===== config.mk =====
export PLATFORM = sky130hd
export DESIGN_NAME = screenchar_write_arbiter
export DESIGN_NICKNAME = d
export VERILOG_FILES = /design/src/rtl/screenchar_pkg.sv /design/src/rtl/rr_priority_picker.sv /design/src/rtl/screenchar_write_arbiter.sv
export SDC_FILE = /design/constraint.sdc
export NUM_CORES = 1
export LEC_CHECK = 0
export BUFFER_PORTS_ARGS = -buffer_cell sky130_fd_sc_hd__buf_2
export CORE_ASPECT_RATIO = 1.75
export CORE_MARGIN = 2
export CORE_UTILIZATION = 50
export CTS_CLUSTER_SIZE = 24
export DETAILED_ROUTE_END_ITERATION = 8
export GPL_ROUTABILITY_DRIVEN = 0
export PLACE_DENSITY_LB_ADDON = 0.1
export SYNTH_ARGS = -nofsm -noshare
export SYNTH_HDL_FRONTEND = slang
export SYNTH_SLANG_ARGS = --single-unit

===== constraint.sdc =====
create_clock -name clock -period 4.3 [get_ports clock]
set_input_delay 0.645 -clock clock [delete_from_list [all_inputs] [get_ports clock]]
set_output_delay 0.645 -clock clock [all_outputs]
set_load 0.02 [all_outputs]

===== src/rtl/screenchar_pkg.sv =====
// Shared constants and FSM encoding for the screen character memory write path.
package screenchar_pkg;
  localparam int unsigned SCREEN_CELLS = 256;
  localparam int unsigned ADDR_W = 8;
  localparam int unsigned CHAR_W = 8;
  localparam logic [CHAR_W-1:0] DEFAULT_FILL_CHAR = 8'h20;

  typedef enum logic [1:0] {
    IDLE,
    BURST,
    CLEAR
  } arb_state_e;
endpackage


===== src/rtl/rr_priority_picker.sv =====
// Combinational round-robin pick: first set request strictly after rr_ptr, with wrap.
module rr_priority_picker #(
  parameter int unsigned NUM_REQ = 3
) (
  input  logic [NUM_REQ-1:0] req,
  input  logic [2:0]         rr_ptr,
  output logic [NUM_REQ-1:0] pick,
  output logic [2:0]         pick_idx,
  output logic               pick_valid
);
  int unsigned idx;

  always_comb begin
    pick       = '0;
    pick_idx   = '0;
    pick_valid = 1'b0;
    idx        = 0;
    for (int unsigned k = 1; k <= NUM_REQ; k++) begin
      idx = (32'(rr_ptr) + k) % NUM_REQ;
      if (!pick_valid && req[idx]) begin
        pick_valid = 1'b1;
        pick[idx]  = 1'b1;
        pick_idx   = 3'(idx);
      end
    end
  end
endmodule


===== src/rtl/screenchar_write_arbiter.sv =====
// Round-robin burst arbiter owning the screen character memory write port,
// with a whole-screen clear sequence that takes priority between bursts.
module screenchar_write_arbiter
  import screenchar_pkg::*;
#(
  parameter int unsigned        NUM_REQ   = 3,
  parameter int unsigned        MAX_BURST = 64,
  parameter logic [CHAR_W-1:0]  FILL_CHAR = DEFAULT_FILL_CHAR
) (
  input  logic                       clock,
  input  logic                       reset_n,
  input  logic [NUM_REQ-1:0]         req,
  input  logic [NUM_REQ-1:0]         wr_en,
  input  logic [ADDR_W*NUM_REQ-1:0]  wr_addr,
  input  logic [CHAR_W*NUM_REQ-1:0]  wr_data,
  input  logic [NUM_REQ-1:0]         wr_last,
  input  logic                       clear_start,
  output logic [NUM_REQ-1:0]         grant,
  output logic                       clear_busy,
  output logic                       mem_wren,
  output logic [ADDR_W-1:0]          mem_addr,
  output logic [CHAR_W-1:0]          mem_data,
  output logic [2:0]                 grant_id
);
  arb_state_e          state, next_state;
  logic [2:0]          rr_ptr;
  logic                clear_pending;
  logic [8:0]          beat_cnt;
  logic [ADDR_W-1:0]   clr_addr;
  logic                armed;

  logic [NUM_REQ-1:0]  pick;
  logic [2:0]          pick_idx;
  logic                pick_valid;

  logic [ADDR_W-1:0]   sel_addr;
  logic [CHAR_W-1:0]   sel_data;
  logic                sel_en, sel_last, sel_req;
  logic                beat_ok, start_grant, burst_end, clear_done;

  rr_priority_picker #(.NUM_REQ(NUM_REQ)) u_picker (
    .req        (req),
    .rr_ptr     (rr_ptr),
    .pick       (pick),
    .pick_idx   (pick_idx),
    .pick_valid (pick_valid)
  );

  // Only the granted port is visible; grant is one-hot or zero.
  always_comb begin
    sel_addr = '0;
    sel_data = '0;
    sel_en   = 1'b0;
    sel_last = 1'b0;
    sel_req  = 1'b0;
    for (int unsigned i = 0; i < NUM_REQ; i++) begin
      if (grant[i]) begin
        sel_addr = wr_addr[ADDR_W*i +: ADDR_W];
        sel_data = wr_data[CHAR_W*i +: CHAR_W];
        sel_en   = wr_en[i];
        sel_last = wr_last[i];
        sel_req  = req[i];
      end
    end
  end

  always_comb begin
    next_state  = state;
    start_grant = 1'b0;
    burst_end   = 1'b0;
    clear_done  = 1'b0;
    // armed is low during the grant cycle itself, so beats there are dropped
    beat_ok     = (state == BURST) && armed && sel_en;
    case (state)
      IDLE: begin
        if (clear_pending) begin
          next_state = CLEAR;
        end else if (pick_valid) begin
          next_state  = BURST;
          start_grant = 1'b1;
        end
      end
      BURST: begin
        if (beat_ok && (sel_last || beat_cnt == 9'(MAX_BURST - 1)))
          burst_end = 1'b1;
        else if (!sel_req)
          burst_end = 1'b1;
        if (burst_end)
          next_state = IDLE;
      end
      CLEAR: begin
        if (clr_addr == '1) begin
          clear_done = 1'b1;
          next_state = IDLE;
        end
      end
      default: next_state = IDLE;
    endcase
  end

  always_ff @(posedge clock) begin
    if (!reset_n) state <= IDLE;
    else          state <= next_state;
  end

  always_ff @(posedge clock) begin
    if (!reset_n) begin
      grant         <= '0;
      grant_id      <= '0;
      rr_ptr        <= 3'(NUM_REQ - 1);
      clear_pending <= 1'b0;
      beat_cnt      <= '0;
      clr_addr      <= '0;
      armed         <= 1'b0;
      mem_wren      <= 1'b0;
      mem_addr      <= '0;
      mem_data      <= '0;
    end else begin
      mem_wren <= 1'b0;
      // A pulse landing on the final fill write is absorbed, not queued.
      if (clear_done)       clear_pending <= 1'b0;
      else if (clear_start) clear_pending <= 1'b1;

      if (start_grant) begin
        grant    <= pick;
        grant_id <= pick_idx;
        beat_cnt <= '0;
        armed    <= 1'b0;
      end
      if (state == BURST) armed <= 1'b1;

      if (beat_ok) begin
        mem_wren <= 1'b1;
        mem_addr <= sel_addr;
        mem_data <= sel_data;
        beat_cnt <= beat_cnt + 9'd1;
      end
      if (burst_end) begin
        grant  <= '0;
        rr_ptr <= grant_id;
      end

      if (state == CLEAR) begin
        mem_wren <= 1'b1;
        mem_addr <= clr_addr;
        mem_data <= FILL_CHAR;
        clr_addr <= clr_addr + 1'b1;
      end
    end
  end

  assign clear_busy = clear_pending;
endmodule


== Yosys cells after proc, flatten, opt, wreduce, memory -nomap -nowiden ==
Index checks and enable logic that the tools add are counted.

* $add $sub $neg: 5
* Divide/modulo/power cells: 3
* Magnitude comparators: 6
* Equal/unequal tests: 7
* Mux-type cells: 60
* Bitwise logic cells: 3
* Reduce and logical (&&, ||, !) cells: 19

{| class="wikitable"
|+ Operators by type and width
! kind !! count
|-
| 32-bit by 1-bit greater-or-equal comparator with 1-bit output, second input constant || 3
|-
| 32-bit by 3-bit < comparator with 1-bit output, second input constant || 3
|-
| 32-bit by 2-bit modulo with 32-bit output, second input constant || 3
|-
| 8-bit two-way mux || 8
|-
| 1-bit two-way mux || 31
|-
| 3-bit two-way mux || 6
|-
| 9-bit two-way mux || 2
|-
| 6-bit two-way mux || 2
|-
| 9-bit by 1-bit adder with 9-bit output, second input constant || 1
|-
| 9-bit by 6-bit == test with 1-bit output, second input constant || 1
|-
| 3-bit by 2-bit adder with 4-bit output, second input constant || 2
|-
| 8-bit by 1-bit adder with 8-bit output, second input constant || 1
|-
| 8-bit == test, second input constant || 1
|-
| 1-bit logical AND || 8
|-
| 2-bit two-way mux || 4
|-
| 1-bit binary-select mux with 2-bit select || 3
|-
| 1-bit demux with 2-bit select || 3
|-
| 3-bit OR || 2
|-
| 2-bit case mux with 3 select lines || 1
|-
| 2-bit nonzero test || 3
|-
| 2-bit OR reduction || 3
|-
| 3-bit by 1-bit adder with 4-bit output, second input constant || 1
|-
| 3-bit inequality test, second input constant || 1
|-
| 3-bit AND reduction || 1
|-
| 8 further kinds || 9
|}

* Flip-flop bits (word level): 47
* Bits of input ports: 60
* Word-level logic and storage cells: 115

== Logic depth before layout (Yosys ltp) ==
* Word-level depth: 16
* Depth in mapped cells: 19

== Hierarchy ==
Synthesis repeated with hierarchy kept, for this count alone.

* Cells, all modules: 505
* Area, all modules: 3891.2 µm²

{| class="wikitable"
|+ By module, submodules not included
! module !! times used !! cells each !! area an instance (µm²) !! seq. area each (µm²)
|-
| screenchar_write_arbiter || 1 || 290 || 2306.0 || 940.9
|-
| rr_priority_picker || 1 || 215 || 1585.3 || 0.0
|}

== Worst setup path after synthesis ==
No wires, ideal clock.

* Path type: register to register
* From: register rr_ptr[0]
* To: register grant[0]
* Setup time: 0.088 ns
* Arrival: 4.464 ns
* Required time: 4.212 ns
* Path slack: -0.252 ns
* Stages on the path, launching flop included: 19
* Buffers on the path: 2
* Clock period less this slack: 4.552 ns
* Cell sequence: dfxtp_1 buf_2 clkinv_1 ha_1 xor2_2 inv_2 buf_6 ha_1 inv_1 o21ai_0 a31oi_1 or2_2 ha_1 a31oi_4 nand4_4 and2_4 or2_4 or4b_1 a311oi_2

* Word-level cells in the longest chain between the ends: 14
* Elaborated cells on any way between the ends: 42

{| class="wikitable"
|+ Ends and longest elaborated chain
! item !! RTL line !! RTL
|-
| start, declared || screenchar_write_arbiter.sv:26 || <nowiki>logic [2:0] rr_ptr;</nowiki>
|-
| start signal, assigned || screenchar_write_arbiter.sv:110 || <nowiki>rr_ptr <= 3'(NUM_REQ - 1);</nowiki>
|-
| start signal, assigned || screenchar_write_arbiter.sv:140 || <nowiki>rr_ptr <= grant_id;</nowiki>
|-
| parallel branches: the longest is 14 deep, another holds 32-bit by 2-bit modulo with 32-bit output || -- ||
|-
| end signal, assigned || screenchar_write_arbiter.sv:125 || <nowiki>grant <= pick;</nowiki>
|-
| end, declared || screenchar_write_arbiter.sv:18 || <nowiki>output logic [NUM_REQ-1:0] grant,</nowiki>
|}

Parallel ways; which one is timed is not known. The select of a mux whose other input is x is not followed.
A chain may end at the register's enable or synchronous reset.

== Worst setup path in the final report ==
* From: register rr_ptr[2]
* To: register grant[0]

Same word-level chain as after synthesis.

==> metrics.md <==
| Metric | Value |
|---|---|
| Final ANT Viol Nets | `0` |
| Vias in the first global route | `roughly 4300` |
| Final Slew Violations | `0` |
| Slowest stage delay, CP | `~0.51 ns` |
| Drt wl/cell | `around 17 µm` |
| Largest family of logic cells by synthesized area | `compound AO/OA/AOI/OAI gates` |
| Vias | `approximately 4400` |
| Clock-pin transition on the worst setup and hold timing paths | `0.07 ns` |
| Crit path time final | `4.07 ns` |
| First-pass GRT wire length | `roughly 20000 µm` |
| Met3 Routed Length | `425 µm` |
| Slowest CP cell | `or4b_1` |
| Crit-path cells | `buf_4 > ha_1 > a21oi_4 > clkinv_1 > ha_1 > inv_1 > o21ai_1 > a31oi_1 > or2_2 > ha_2 > a31oi_4 > nand4_4 > and2_4 > or2_4 > or4b_1 > a311oi_2` |
| Skew final | `0.00854 ns` |
| Logic pwr share | `around two thirds` |
| FMAX | `between 200 and 250 MHz` |
| Bufs on Longest Clock Path | `2` |
| Register bit total from synthesis | `47` |
| Layout area overhead | `23.6%` |
| Most frequent cells in the layout | `buf_2, nand2_1, dfxtp_1` |
| Top post-synthesis cells by area | `dfxtp_1, ha_1, nand2_1` |
| Adder-cell share of the synthesized area | `approximately 7.3%` |
| Clk Latency, worst-skew pair | `0.29 ns` |
| Initial antenna violation count | `0` |
| Via-to-Cell Ratio | `~6.2` |
| Post-synthesis mux area share | `2.36%` |
| CTS Sinks | `47` |
| Core footprint | `between 0.007 and 0.008 mm²` |
| Startpoint types | `register` |
| Yosys top cell by area | `dfxtp_1` |
| CP Max Fanout | `7` |
| Filler cell count | `727` |
| Seq pwr share | `between 10% and 20%` |
| Die Ht | `121 µm` |
| Pint | `1.52 mW` |
| Core Rows | `42` |
| Detailed Route WL | `roughly 12000 µm` |
| Post-Synth XOR/XNOR Area | `between 2 and 3%` |
| Cell area after synthesis | `a little under 0.004 mm²` |
| Sequential fraction of the synthesis area | `between 20% and 30%` |
| Layout cells sized above 1 | `between 20% and 30%` |
| Switching power | `1.31 mW` |
| WL met2 | `6470 µm` |
| Synthesized net count | `about 600` |
| Die ar. | `approximately 0.0086 mm²` |
| Power, Total | `between 2 and 3 mW` |
| M1 WL | `approximately 4200 µm` |
| Ys Warns | `0` |
| Highest metal used | `met4` |
| Num ports | `84` |
| Starting Density | `between 50% and 60%` |
| Synth Area in Simple Gates | `24.9%` |
| HP Class | `register to register` |
| Main flop type after synthesis | `dfxtp_1` |
| Final hold viol count | `0` |
| DRT Pass-1 Iters | `4` |
| Critical Path RT | `~4.5 ns` |
| Post-synth ARST share | `0%` |
| CTS Buf Count | `5` |
| Total GRT Usage | `between 20% and 30%` |
| Worst setup path class | `register to register` |
| Overflow after GRT | `0` |
| Cell variety after synth | `79` |
| Tcrit/Tclk final | `94.7%` |
| Pre-CTS WS | `0.00339 ns` |
| Buffers on Ports | `slightly above 80` |
| Most used cell, CP | `ha_1` |
| Worst-Margin Slew | `0.928 ns` |
| Residual DRC | `0` |
| Synth Area per Inst | `between 7 and 8 µm²` |
| Status | `finished clean` |
| Clock Power Share | `13.2%` |
| Placed cells | `slightly below 700` |
| Initial DRC Count | `186` |
| H-tree depth | `2` |
| Share of the synthesized area in the top cell type | `roughly a quarter` |
| Cell Count, Final, Fillers Out | `roughly 710` |
| Static leakage | `~2 nW` |
| Nets | `699` |
| Maxcap violations | `0` |
| CTS Root Cell | `clkbuf_16` |
| Finished Core Util | `64.1%` |
| WHS | `~0.45 ns` |
| Endpoints failing setup | `0` |
| Number of flops mapped to enable cells by yosys | `0` |
| Most common cell after layout, fill and taps aside | `buf_2` |
| Ant. Diodes | `0` |
| Switching share of total power | `46.3%` |
| CP Data Arrival Time | `approximately 4.3 ns` |
| Compound-Gate Fraction of Synth Area | `around 33%` |
| Largest net degree at the start of global routing | `38` |
| Max_slew headroom | `38.1%` |
| Worst Setup End Kind | `register` |
| Die Wd | `a little over 70 µm` |
| Cells after Synth | `around 520` |
| Maximum vdd ir drop | `0.000416 V` |
| Dpl hpwl | `about 9100 µm` |
| Setup ws final | `around 0.23 ns` |
| PD cells | `about 580 mW/mm²` |
| CTS tree | `built` |
## through the flow
stage	area [µm²]	setup TNS (ns)
after global placement	4570	0
after detailed placement	4570	0
after floorplan	3930	0
final	4850	0
after CTS	4710	0
after global routing	4850	-0.0200
## path summary, 6_finish.rpt
kind | start | to | slack [ns] | cells past startpoint
worst max-delay path | rr_ptr[2] | grant[0] | 0.23 | 16
worst min register to register | mem_data[6] | mem_data[6] | 0.45 | 2
worst max register to register | rr_ptr[2] | grant[0] | 0.23 | 16
worst min-delay path | mem_data[6] | mem_data[6] | 0.45 | 2
## synth_stat cells, types with 10 or more instances
| cell type | n |
|---|---|
| ha_1 | 23 |
| a22oi_1 | 28 |
| clkbuf_1 | 21 |
| nor2_1 | 38 |
| nand2_1 | 64 |
| nand3_1 | 17 |
| dfxtp_1 | 47 |
| nor3_1 | 13 |
| a21oi_1 | 30 |
| o21ai_0 | 38 |
| inv_1 | 19 |
| a31oi_1 | 10 |
## critical path, delay by kind of cell (launching register included)
family                     cells  cell delay [ns]
and+or+nand+nor                5             1.50
AOI/OAI and AO/OA              5             0.90
adders and majority gates      3             0.80
buffers and inverters          3             0.38
DFF                            1             0.37
## power by group through the flow
stage	Clock, mW	Combinational, mW	Sequential (mW)
2_1_floorplan	0	1.24	0.549
3_3_place_gp	0	1.71	0.540
3_5_place_dp	0	1.74	0.545
4_1_cts	0.380	1.76	0.536
5_1_grt	0.399	2.09	0.545
6_report	0.374	1.92	0.537
## final cells by class
cell class,count,area [µm²],share of cell area [%]
Clock buffer,7,133,2.73
Clock inverter,1,5.00,0.103
Inverter,24,91.3,1.88
Multi-Input combinational cell,421,2900,59.7
Sequential cell,47,943,19.5
Tap cell,88,110,2.27
Timing Repair Buffer,117,671,13.8
## logic make-up (layout without fill, tap and decap cells)
| group | count (synthesis) | after routing |
|---|---|---|
| AOI/OAI and AO/OA | 183 | 183 |
| xor gates and xnor gates | 11 | 11 |
| adders and majority gates | 23 | 23 |
| buffers and inverters | 51 | 149 |
| DFF | 47 | 47 |
| muxes | 9 | 9 |
| and+or+nand+nor | 195 | 195 |
## sequential cells by signal (all words and copies together), names as in the netlist
signal / cells
beat_cnt: 9
clr_addr: 8
mem_addr: 8
mem_data: 8
grant: 3
grant_id: 3
rr_ptr: 3
state: 2
armed: 1
clear_busy: 1
mem_wren: 1
## timing repair
item,in CTS,in global routing
pin swaps,0,5
setup endpoints to repair,5,17
setup buffers,0,4
resized for setup,1,25
cloned,0,0
hold buffers,0,0
## routing by layer
layer,vias up,global-route usage [%]
met5,-,0
met4,0,16.6
met3,48,2.57
met2,129,54.0
met1,2048,27.4
li1,2140,-
(Power assumes the default switching activity.)
